`config.mk`:
```
export PLATFORM = sky130hd
export DESIGN_NAME = piso_bit_serializer
export DESIGN_NICKNAME = d
export VERILOG_FILES = /design/src/rtl/seq_pkg.sv /design/src/rtl/piso_bit_serializer.sv
export SDC_FILE = /design/constraint.sdc
export NUM_CORES = 1
export LEC_CHECK = 0
export ABC_CLOCK_PERIOD_IN_PS = 2550
export BUFFER_PORTS_ARGS = -buffer_cell sky130_fd_sc_hd__buf_2
export CAP_MARGIN = 40
export CORE_AREA = 10 10 74 76
export CTS_CLUSTER_DIAMETER = 200
export DETAILED_ROUTE_END_ITERATION = 10
export DIE_AREA = 0 0 84 86
export GPL_TIMING_DRIVEN = 0
export PLACE_DENSITY_LB_ADDON = 0.2
export SETUP_SLACK_MARGIN = 0.02
export SYNTH_ARGS = -nofsm -noshare
export SYNTH_HDL_FRONTEND = slang
export SYNTH_SLANG_ARGS = --single-unit
```
`constraint.sdc`:
```
create_clock -name clk -period 2.55 [get_ports clk]
set_clock_uncertainty 0.2 [all_clocks]
set_input_delay 0.765 -clock clk [delete_from_list [all_inputs] [get_ports clk]]
set_output_delay 0.765 -clock clk [all_outputs]
set_load 0.005 [all_outputs]
```
`src/rtl/seq_pkg.sv`:
```
// Shared types and constants for the bit-serial front end of the sequence detectors.
package seq_pkg;

  typedef enum logic {
    IDLE  = 1'b0,
    SHIFT = 1'b1
  } ser_state_t;

  localparam int DEFAULT_WORD_WIDTH = 16;

endpackage

```
`src/rtl/piso_bit_serializer.sv`:
```
// Parallel-in serial-out stage: takes a word over valid/ready and emits it
// one bit per clock on x (qualified by x_valid), gapless between words.
module piso_bit_serializer
  import seq_pkg::*;
#(
  parameter int WIDTH     = DEFAULT_WORD_WIDTH,
  parameter bit MSB_FIRST = 1'b1
) (
  input  logic             clk,
  input  logic             reset,
  input  logic             load_valid,
  output logic             load_ready,
  input  logic [WIDTH-1:0] load_data,
  output logic             x,
  output logic             x_valid,
  output logic             busy,
  output logic             word_done
);

  localparam int BL_W = $clog2(WIDTH);

  ser_state_t       state_q, state_d;
  logic [WIDTH-1:0] shreg_q, shreg_d;
  logic [BL_W-1:0]  bits_left_q, bits_left_d;
  logic             x_q, x_d;
  logic             x_valid_q, x_valid_d;

  logic             accept;
  logic             load_first;
  logic [WIDTH-1:0] load_rest;
  logic             shift_next;
  logic [WIDTH-1:0] shift_rest;

  // Bit order is fixed at elaboration: shreg always keeps the next bit to
  // send at the end that is shifted out first.
  generate
    if (MSB_FIRST) begin : g_msb_first
      assign load_first = load_data[WIDTH-1];
      assign load_rest  = {load_data[WIDTH-2:0], 1'b0};
      assign shift_next = shreg_q[WIDTH-1];
      assign shift_rest = {shreg_q[WIDTH-2:0], 1'b0};
    end else begin : g_lsb_first
      assign load_first = load_data[0];
      assign load_rest  = {1'b0, load_data[WIDTH-1:1]};
      assign shift_next = shreg_q[0];
      assign shift_rest = {1'b0, shreg_q[WIDTH-1:1]};
    end
  endgenerate

  // Ready whenever the current bit on x is the last of its word (or nothing
  // is in flight); held low while reset is asserted. Independent of load_valid.
  assign load_ready = reset && ((state_q == IDLE) || (bits_left_q == '0));
  assign accept     = load_valid && load_ready;

  assign x         = x_q;
  assign x_valid   = x_valid_q;
  assign busy      = (state_q == SHIFT);
  assign word_done = x_valid_q && (bits_left_q == '0);

  // Next-state and next-output decode; a load on the last-bit cycle starts the
  // next word immediately so x_valid never drops between words.
  always_comb begin
    state_d     = state_q;
    shreg_d     = shreg_q;
    bits_left_d = bits_left_q;
    x_d         = x_q;
    x_valid_d   = x_valid_q;
    if (accept) begin
      state_d     = SHIFT;
      x_d         = load_first;
      x_valid_d   = 1'b1;
      shreg_d     = load_rest;
      bits_left_d = BL_W'(WIDTH - 1);
    end else if (state_q == SHIFT) begin
      if (bits_left_q != '0) begin
        x_d         = shift_next;
        shreg_d     = shift_rest;
        bits_left_d = bits_left_q - 1'b1;
      end else begin
        state_d   = IDLE;
        x_d       = 1'b0;
        x_valid_d = 1'b0;
      end
    end
  end

  // State and datapath registers; async reset discards any partial word.
  always_ff @(posedge clk or negedge reset) begin
    if (!reset) begin
      state_q     <= IDLE;
      shreg_q     <= '0;
      bits_left_q <= '0;
      x_q         <= 1'b0;
      x_valid_q   <= 1'b0;
    end else begin
      state_q     <= state_d;
      shreg_q     <= shreg_d;
      bits_left_q <= bits_left_d;
      x_q         <= x_d;
      x_valid_q   <= x_valid_d;
    end
  end

endmodule

```
==> summary.md, run 1 <==
| Metric | Value |
|---|---|
| Status | finished with violations |
| Failing checks | negative setup slack |
| Buf/Inv on CP | 2 |
| Starting DRC count in detailed routing | 64 |
| Hold_buf cts | 0 |
| Initial antenna violation count | 0 |
| First-pass DRT Iterations | 4 |
| Crit share post-route | 1.03 |
| Die Height | 86 um |
| Crit Path Max Fanout | 3 |
| Vias post-DR | 896 |
| Layout area overhead | 28.9% |
| Final antenna-violating net count | 0 |
| First-pass GRT wire length | 4950 um |
| Syn. warnings | 0 |
| Min-delay worst type | in2async |
| Final wirelength | 2860 um |
| Inserted Diodes | 0 |
| Fin. Hold Viols | 0 |
| Synth Instances | 103 |
| Design internal power | about 1100 uW |
| Sw frac | 0.359 |
| Final min period | 2.62 ns |
| Leak Pwr | about 0.00069 uW |
| Final nets | between 150 and 200 |
| Total core area | 0.00397 sq mm |
| Synthesized cell area | 0.00117 sq mm |
| Peak Freq | between 0.3 and 0.4 GHz |
| Ports | 24 |
| GRT overflow | 0 |
| Switching pwr | approximately 600 uW |
| CTS tree | done |
| # H-tree levels | 1 |
| Pwr Density | 1110 mW/mm^2 |
| Drt via density | about 4.8 |
| Fraction of layout cells with a size suffix above 1 | 0.489 |
| Worst-Margin Slew | between 0.5 and 0.6 ns |
| M2 GR Usage | 0.123 |
| Cell family with most CP delay | simple AND/OR/NAND/NOR gates |
| Die width | 84 um |
| Worst Hold Margin | 0.268 ns |
| Critical Path RT | between 1.5 and 2 ns |
| Clk network pwr share | 0.198 |
| Post-route setup slack | -0.0704 ns |
| Worst Setup Start Kind | flop |
| Synth unique cells | 25 |
| Finish-stage setup viols | 2 |
| Die area | 0.00722 sq mm |
| CP Data Arrival Time | 1.66 ns |
| Row count | 23 |
| Port bufs | 23 |
| Flops & latches, synth | 22 |
| Final HPWL DP | 1940 um |
| Worst-path clk slew | 0.09 ns |
| M3 GR Usage | 0.0312 |
| Slew Limit Fails | 0 |
| Max stage delay on crit path | 0.41 ns |
| RSZ-0062 raised after global routing | yes |
| Syn_area_per_cell | 11.4 sq um |
| Final Cell Area | 0.00151 sq mm |
| Power share of the combinational group | 0.451 |
| Post-synthesis sequential area ratio | 0.469 |
| DRC viols | 0 |
| Placed instance area | ~0.0014 sq mm |
| MaxCap Viol Count | 0 |
| Gpl congestion | 0.739 |
| Global routing usage on met1 | 0.110 |
| Design Power | approximately 1700 uW |
| Root Driver | clkbuf_8 |
| Vias in the first global route | 956 |
| Worst-Skew Late Latency | 0.27 ns |
| Global Route Usage Sum | 0.0833 |
| Wire length per cell | ~15 um |
| Clk buf depth | 2 |
| Sequence of cells on the critical path | inv_2 -> ha_4 -> or3b_4 -> and2_4 -> nor2b_1 -> buf_2 |
| Crit path kind | reg2out |
| Core Util, Final | 0.381 |
| Slew margin rel. | 0.634 |
| Max IR drop VDD | 0.556 mV |
| CTS sink cnt | 22 |
| Seq pwr share | 0.350 |
| Initial core utilization | 0.296 |
| Layout fillers | 410 |
| Setup crit end kind | output port |
| Most Crowded Layer GR | met2 |
| Synth Net Count | ~120 |
| CTS Buf Count | 3 |
| Largest net degree at the start of global routing | 26 |
| CP max-delay cell | dfrtp_1 |
## worst reg2reg max path, stage by stage, from the launching register on
cell	delay [ns]
dfrtp_1	0.41
inv_2	0.07
ha_4	0.12
or3b_4	0.40
and2_4	0.18
buf_4	0.19
buf_6	0.17
o21ai_2	0.14
## final cells by class
class                           count  area, sq um  area share
Inverter                            3         11.3     0.00744
Timing Repair Buffer               31          175       0.116
Tap cell                           50         62.6      0.0413
Buffer                              7         67.6      0.0446
Multi-Input combinational cell     70          576       0.380
Clock buffer                        3         41.3      0.0273
Sequential cell                    22          551       0.364
Clock inverter                      1         30.0      0.0198
## cells in the mapped netlist, drive strengths merged
cell    count  area share
inv         3      0.0096
nor4b       1      0.0075
buf         6       0.043
nor2b       1      0.0053
o21ai      15        0.11
xnor2       1      0.0075
mux2i      17        0.14
a21oi       4       0.027
ha          1       0.011
dfrtp      22        0.47
a22oi       2       0.013
and2        2       0.013
nand3      15       0.064
nor2        2      0.0064
o221ai      1      0.0075
nand2       4       0.013
clkbuf      2      0.0064
or3b        1      0.0096
nand2b      1       0.012
a211oi      2       0.021
## registers in the layout (all words and copies together), names as in the netlist
name	cells
bits_left_q	4
x	1
busy	1
x_valid	1
shreg_q	15
## cell usage in the layout, fill, tap and decap left out
cell type	Yosys	final
buf_2	1	24
dfrtp_1	22	22
mux2i_1	17	17
nand3_1	15	15
o21ai_2	15	15
buf_4	1	9
nand2_1	4	4
a21oi_2	3	3
clkbuf_8	0	3
inv_2	0	2
buf_6	3	2
a22oi_1	2	2
a211oi_2	2	2
or3b_4	1	1
and2_4	1	1
nor2b_1	1	1
inv_1	3	1
clkbuf_16	0	1
nor2_4	0	1
nand2b_4	1	1
and2_1	1	1
clkbuf_1	2	1
buf_1	1	1
a21oi_1	1	1
xnor2_1	1	1
nor2_1	2	1
nor4b_1	1	1
o221ai_1	1	1
ha_4	0	1
bufinv_16	0	1
## worst paths after layout
check | startpoint | endpoint | slack (ns) | cells after the start
min reg2reg | shreg_q[7] | shreg_q[8] | 0.32 | 2
min | reset | busy | 0.27 | 1
max | bits_left_q[0] | load_ready | -0.07 | 6
min in group clk | shreg_q[7] | shreg_q[8] | 0.32 | 2
max reg2reg | bits_left_q[0] | shreg_q[12] | 0.60 | 7
max in group asynchronous | reset | shreg_q[9] | 1.51 | 1
## metal layers
layer  vias to the layer above  part of all wire
li1                        438                 -
met1                       428              0.50
met2                        26              0.43
met3                         4             0.060
met4                         0             0.014
met5                         -                 0
## power groups by stage
stage                     registers [uW]  logic, uW  clock network (uW)
final                                589        759                 334
after floorplan                      576        517                   0
after global routing                 608        852                 359
after global placement               596        643                   0
after detailed placement             602        655                   0
after CTS                            584        730                 339
## stage by stage
step,TNS [ns],std cells,worst slack [ns]
2_1_floorplan,0,103,0.114
3_3_place_gp,-0.298,176,-0.0467
3_5_place_dp,-0.409,176,-0.0714
4_1_cts,-0.136,185,-0.0899
5_1_grt,-0.251,187,-0.149
6_report,-0.101,187,-0.0704
## kinds of logic (layout without fill, tap and decap cells)
family          Yosys count  count (layout)  share of synthesized area
compound gates           24              24                      0.180
flops                    22              22                      0.469
mux                      17              17                      0.145
buf+inv                  11              45                     0.0586
simple gates             27              27                      0.130
xor+xnor                  1               1                    0.00746
fa+ha+maj                 1               1                     0.0106
## timing repair
action,in CTS,in global routing
setup buffers,6,2
setup endpoints to repair,2,2
resized for setup,7,3
pin swaps,1,0
(Power assumes the default switching activity.)
==> inputs of run 2 (changes only) <==
- CORE_AREA: 10 10 74 76 -> 10 10 56 102
- DIE_AREA: 0 0 84 86 -> 0 0 66 112
- PLACE_DENSITY_LB_ADDON: 0.2 -> unset
==> summary.md, run 2 (synthesis gave the netlist of run 1 again) <==
| Metric | Value |
|---|---|
| Crit Path Max Fanout | 3 (unchanged) |
| Status | finished with violations (unchanged) |
| Row count | 33 (was 23) |
| Inserted Diodes | 0 (unchanged) |
| Failing checks | negative setup slack (unchanged) |
| MaxCap Viol Count | 0 (unchanged) |
| First-pass DRT Iterations | 4 (unchanged) |
| Critical Path Start | bits_left_q[0] (unchanged) |
| Fin. Hold Viols | 0 (unchanged) |
| Ports | 24 (unchanged) |
| Pwr Density | 1080 mW/mm^2 (was 1110 mW/mm^2) |
| Max stage delay on crit path | 0.39 ns (was 0.41 ns) |
| Starting DRC count in detailed routing | 5 (was 64) |
| Min-delay worst type | in2async (unchanged) |
| Most common cell after layout, fill and taps aside | buf_2 (unchanged) |
| CTS tree | done (unchanged) |
| Layout area overhead | 27.6% (was 28.9%) |
| Finish-stage setup viols | 1 (was 2) |
| R2R Path Start | bits_left_q[0] (unchanged) |
| Hold_buf cts | 0 (unchanged) |
| Final Cell Area | 0.00150 sq mm (was 0.00151 sq mm) |
| Area of the multi-input gates | 571 sq um (was 576 sq um) |
| Drt via density | 4.79 (about the same) |
| Post-route setup slack | -0.0722 ns (was -0.0704 ns) |
| Peak Freq | 0.381 GHz (was 0.382 GHz) |
| Vias post-DR | 915 (was 896) |
| Largest net degree at the start of global routing | 26 (unchanged) |
| Critical Path RT | 1.59 ns (about the same) |
| Design Power | 1620 uW (was 1680 uW) |
| Final wirelength | 2860 um (unchanged) |
| Seq pwr share | 0.365 (was 0.350) |
| Max IR drop VDD | 0.519 mV (was 0.556 mV) |
| # H-tree levels | 1 (unchanged) |
| Wire length per cell | 15.0 um (was 15.3 um) |
| Slew Limit Fails | 0 (unchanged) |
| Final antenna-violating net count | 0 (unchanged) |
| Slew margin rel. | 0.633 (was 0.634) |
| Port bufs | 23 (unchanged) |
| Post-Layout Cell Count | 191 (was 187) |
| Die Height | 112 um (was 86 um) |
| Design internal power | 1010 uW (was 1080 uW) |
| Sequence of cells on the critical path | inv_2 -> ha_4 -> or3b_4 -> and2_4 -> nor2b_1 -> buf_2 (unchanged) |
| Layout fillers | 409 (was 410) |
| Worst Setup Start Kind | flop (unchanged) |
| Commonest non-fill, non-tap cells in the layout | buf_2, dfrtp_1, mux2i_1, nand3_1, o21ai_2 (unchanged) |
| Vias in the first global route | 1036 (was 956) |
| Initial antenna violation count | 0 (unchanged) |
| Sw frac | 0.372 (was 0.359) |
| Fraction of layout cells with a size suffix above 1 | 0.496 (was 0.489) |
| Biggest register | shreg_q (unchanged) |
| Leak Pwr | 0.000689 uW (was 0.000694 uW) |
| Setup crit end kind | output port (unchanged) |
| GRT overflow | 0 (unchanged) |
| Die area | 0.00739 sq mm (was 0.00722 sq mm) |
| RSZ-0062 raised after global routing | yes (unchanged) |
| Total core area | 0.00409 sq mm (was 0.00397 sq mm) |
| Initial core utilization | 0.287 (was 0.296) |
| Worst-Skew Late Latency | 0.26 ns (was 0.27 ns) |
| CTS sink cnt | 22 (unchanged) |
| Final min period | 2.62 ns (about the same) |
| Root Driver | clkbuf_8 (unchanged) |
| Power share of the combinational group | 0.476 (was 0.451) |
| Clk network pwr share | 0.158 (was 0.198) |
| Post-Place Cells | 178 (was 176) |
| Final HPWL DP | 2090 um (was 1940 um) |
| CP Data Arrival Time | 1.66 ns (about the same) |
| Sequential cell area | 551 sq um (unchanged) |
| First-pass GRT wire length | 4840 um (was 4950 um) |
| DRC viols | 0 (unchanged) |
| Biggest regs | shreg_q: 15 flops, bits_left_q: 4 flops (unchanged) |
| Placed instance area | 0.00136 sq mm (was 0.00135 sq mm) |
| Global Route Usage Sum | 0.0816 (was 0.0833) |
| CP max-delay cell | dfrtp_1 (unchanged) |
| CTS Buf Count | 3 (unchanged) |
| Crit path kind | reg2out (unchanged) |
| Worst-path clk slew | 0.08 ns (was 0.09 ns) |
| Final nets | 160 (was 158) |
| Clk buf depth | 2 (unchanged) |
| Switching pwr | 601 uW (was 604 uW) |
| Crit share post-route | 1.03 (about the same) |
| Gpl congestion | 0.703 (was 0.739) |
| Die width | 66 um (was 84 um) |
| Worst-Margin Slew | 0.551 ns (was 0.548 ns) |
| Max reg flops | 15 (unchanged) |
## run 2: changes by cell type in the layout (fill, tap and decap cells not counted), sizes merged
cell    before  now
buf         36   38
bufinv       1    0
clkbuf       5    6
## run 2: path summary, 6_finish.rpt
check                               to  slack, ns  cells past startpoint
max                         load_ready      -0.07                      6
max in group asynchronous   shreg_q[8]       1.51                      1
max reg2reg                shreg_q[13]       0.61                      7
min                        shreg_q[13]       0.28                      1
min reg2reg                 shreg_q[3]       0.32                      2
min in group clk            shreg_q[3]       0.32                      2
## run 2: area by class of cell
type | count | share of cell area
buffer | 7 | 0.0376
clock buffer | 4 | 0.0367
inverter | 3 | 0.00751
multi-input combinational | 70 | 0.381
sequential | 22 | 0.367
tap | 52 | 0.0434
timing repair buffer | 33 | 0.127
## run 2: repair_timing
item	CTS	global route
buffers inserted	7	3
endpoints found under the hold margin	0	0
endpoints found under the setup margin	2	2
pin swaps	1	1
gates resized for setup	8	0
## run 2: power by group through the flow
stage	Clock, uW	Sequential, uW	Combinational, uW
2_1_floorplan	0	576	517
3_3_place_gp	0	596	629
3_5_place_dp	0	605	651
4_1_cts	263	589	747
5_1_grt	275	606	847
6_report	255	590	770
## run 2: metal layers
layer  wire [um]  GRT usage  share of wire  up-vias
li1            -          -              -      441
met1        1100     0.0823           0.38      446
met2        1570      0.147           0.55       24
met3         155     0.0211          0.054        4
met4          41     0.0380          0.014        0
met5           0          0              0        -
## run 2: metrics by stage
| stage | setup TNS, ns | worst slack, ns | hold slack, ns | utilization |
|---|---|---|---|---|
| floorplan | 0 | 0.114 | 0.269 | - |
| global placement | -0.0857 | -0.0494 | 0.291 | 0.331 |
| detailed placement | -0.335 | -0.0753 | 0.308 | 0.331 |
| CTS | -0.0975 | -0.0869 | 0.288 | 0.361 |
| global route | -0.203 | -0.144 | 0.316 | 0.367 |
| finish | -0.0722 | -0.0722 | 0.277 | 0.367 |
## run 2: worst max-delay path: cells and delay by family, from the launching register on
| family | cells | cell delay (ns) |
|---|---|---|
| DFF | 1 | 0.39 |
| adders and majority gates | 1 | 0.13 |
| buffers and inverters | 2 | 0.20 |
| and+or+nand+nor | 3 | 0.67 |
==> inputs of run 3 (changes only) <==
--- a/config.mk
+++ b/config.mk
@@ -9,9 +9,11 @@
 export BUFFER_PORTS_ARGS = -buffer_cell sky130_fd_sc_hd__buf_2
 export CAP_MARGIN = 40
-export CORE_AREA = 10 10 56 102
+export CORE_AREA = 10 10 59 61
 export CTS_CLUSTER_DIAMETER = 200
 export DETAILED_ROUTE_END_ITERATION = 10
-export DIE_AREA = 0 0 66 112
+export DIE_AREA = 0 0 69 71
 export GPL_TIMING_DRIVEN = 0
+export PLACE_DENSITY = 0.74
+export REMOVE_ABC_BUFFERS = 1
 export SETUP_SLACK_MARGIN = 0.02
 export SYNTH_ARGS = -nofsm -noshare
==> constraint.sdc (replaced) <==
create_clock -name clk -period 2.55 [get_ports clk]
set_clock_uncertainty 0.2 [all_clocks]
set_input_delay 0 -clock clk [delete_from_list [all_inputs] [get_ports clk]]
set_output_delay 0 -clock clk [all_outputs]
set_load 0.005 [all_outputs]
==> summary.md, run 3 (synthesis gave the netlist of run 1 again) <==
| Metric | Value |
|---|---|
| Status | finished with violations (unchanged) |
| Failing checks | negative hold slack (was negative setup slack) |
| Crit Path Max Fanout | 21 (was 3) |
| Worst-Margin Slew | 0.757 ns (was 0.551 ns) |
| Gpl congestion | 0.682 (was 0.703) |
| CTS Buf Count | 3 (unchanged) |
| DRC viols | 0 (unchanged) |
| Wire length per cell | 14.3 um (was 15.0 um) |
| Vias post-DR | 907 (was 915) |
| Largest net degree at the start of global routing | 26 (unchanged) |
| Worst-path clk slew | 0.13 ns (was 0.08 ns) |
| Max reg flops | 15 (unchanged) |
| CP max-delay cell | or3b_4 (was dfrtp_1) |
| Starting DRC count in detailed routing | 38 (was 5) |
| Peak Freq | 0.422 GHz (was 0.381 GHz) |
| First-pass GRT wire length | 4310 um (was 4840 um) |
| Crit share post-route | 0.930 (was 1.03) |
| Global Route Usage Sum | 0.0999 (was 0.0816) |
| Inserted Diodes | 0 (unchanged) |
| Final antenna-violating net count | 0 (unchanged) |
| Crit path kind | reg2out (unchanged) |
| CTS tree | done (unchanged) |
| Max stage delay on crit path | 0.53 ns (was 0.39 ns) |
| # H-tree levels | 1 (unchanged) |
| Port bufs | 23 (unchanged) |
| Min-delay worst type | in2async (unchanged) |
| Worst setup path endpoint | load_ready (unchanged) |
| Initial antenna violation count | 0 (unchanged) |
| Layout fillers | 200 (was 409) |
| GRT overflow | 0 (unchanged) |
| Slew margin rel. | 0.495 (was 0.633) |
| Worst Hold Margin | -0.0116 ns (was 0.277 ns) |
| Drt via density | 5.30 (was 4.79) |
| First-pass DRT Iterations | 4 (unchanged) |
| RSZ-0062 raised after global routing | no (was yes) |
| Sequence of cells on the critical path | inv_1 -> ha_1 -> or3b_4 -> and2_4 -> nor2b_1 -> buf_2 (was inv_2 -> ha_4 -> or3b_4 -> and2_4 -> nor2b_1 -> buf_2) |
| Setup TNS Final | 0 ns (was -0.0722 ns) |
| Flop2flop setup slack | 0.50 ns (was 0.61 ns) |
| Max IR drop VDD | 0.626 mV (was 0.519 mV) |
| Reg2reg end | busy (was shreg_q[13]) |
| Pre-CTS setup slack | 0.504 ns (was -0.0753 ns) |
| Layout area overhead | 28.9% (was 27.6%) |
| Ports | 24 (unchanged) |
| Area of the multi-input gates | 556 sq um (was 571 sq um) |
| Die area | 0.00490 sq mm (was 0.00739 sq mm) |
| Row count | 18 (was 33) |
| Initial core utilization | 0.492 (was 0.287) |
| Root Driver | clkbuf_4 (was clkbuf_8) |
| Critical Path RT | 2.35 ns (was 1.59 ns) |
| Sequential cell area | 551 sq um (unchanged) |
| Post-CTS Setup Inserts | 0 (was 7) |
| Biggest register | shreg_q (unchanged) |
| Worst-Skew Late Latency | 0.30 ns (was 0.26 ns) |
| Post-Place Cells | 149 (was 178) |
| Worst Reg-to-Reg Cells | 5 (was 7) |
| Final nets | 162 (was 160) |
| Vias in the first global route | 959 (was 1036) |
| Die width | 69 um (was 66 um) |
| Fraction of layout cells with a size suffix above 1 | 0.362 (was 0.496) |
| CP Data Arrival Time | 2.17 ns (was 1.66 ns) |
| Clk buf depth | 2 (unchanged) |
| MaxCap Viol Count | 0 (unchanged) |
| Final min period | 2.37 ns (was 2.62 ns) |
| Finish-stage setup viols | 0 (was 1) |
| Slew Limit Fails | 0 (unchanged) |
| Leak Pwr | 0.000693 uW (was 0.000689 uW) |
| Fin. Hold Viols | 22 (was 0) |
| Critical Path Start | bits_left_q[0] (unchanged) |
| Die Height | 71 um (was 112 um) |
| Design Power | 1390 uW (was 1620 uW) |
| Final wirelength | 2440 um (was 2860 um) |
| R2R Path Start | bits_left_q[0] (unchanged) |
| Biggest regs | shreg_q: 15 flops, bits_left_q: 4 flops (unchanged) |
| Commonest non-fill, non-tap cells in the layout | buf_2, dfrtp_1, dlygate4sd3_1, mux2i_1 (was buf_2, dfrtp_1, mux2i_1, nand3_1, o21ai_2) |
| Post-Layout Cell Count | 171 (was 191) |
| Total core area | 0.00239 sq mm (was 0.00409 sq mm) |
| Worst Setup Start Kind | flop (unchanged) |
| Pwr Density | 916 mW/mm^2 (was 1080 mW/mm^2) |
| Most common cell after layout, fill and taps aside | buf_2 (unchanged) |
| Post-route setup slack | 0.180 ns (was -0.0722 ns) |
| CTS sink cnt | 22 (unchanged) |
| Setup crit end kind | output port (unchanged) |
| Final HPWL DP | 1660 um (was 2090 um) |
## run 3: how the worst min path moves through the flow
stage,to,from
6_report,busy,reset
3_5_place_dp,bits_left_q[0],reset
4_1_cts,busy,reset
2_1_floorplan,bits_left_q[0],reset
3_3_place_gp,bits_left_q[0],reset
5_1_grt,bits_left_q[2],reset
## run 3: layer usage
layer  vias to the layer above  track usage  part of all wire
li1                        447            -                 -
met1                       441        0.121              0.47
met2                        17        0.173              0.48
met3                         2       0.0265             0.047
met4                         0       0.0224            0.0033
met5                         -            0                 0
## run 3: critical path, delay by kind of cell (launching register included)
kind | cells | cell delay (ns)
and+or+nand+nor | 3 | 1.01
DFF | 1 | 0.45
buffers and inverters | 2 | 0.20
adders and majority gates | 1 | 0.20
## run 3: cell type report
type                            count  share of cell area
Clock buffer                        4              0.0240
Inverter                            3             0.00744
Multi-Input combinational cell     70               0.367
Sequential cell                    22               0.364
Tap cell                           30              0.0248
Timing Repair Buffer               42               0.213
## run 3: timing repair
item	4_1_cts	5_1_grt
setup endpoints to repair	0	0
hold buffers	18	0
hold endpoints to repair	40	0
resized for setup	0	0
## run 3: metrics by stage
step           hold slack (ns)   util  cell area [sq um]
6_report               -0.0116  0.634               1510
5_1_grt                 0.0444  0.634               1510
4_1_cts                 0.0127  0.634               1510
3_5_place_dp            -0.194  0.544               1300
3_3_place_gp            -0.193  0.532               1270
2_1_floorplan           -0.496      -               1120
## run 3: report_power, final
part           switching, uW  leakage (uW)  internal, uW  total [uW]
combinational            295      0.000389           276         571
sequential               130      0.000283           491         621
clock                    107     0.0000210          87.0         194
total                    532      0.000693           854        1390
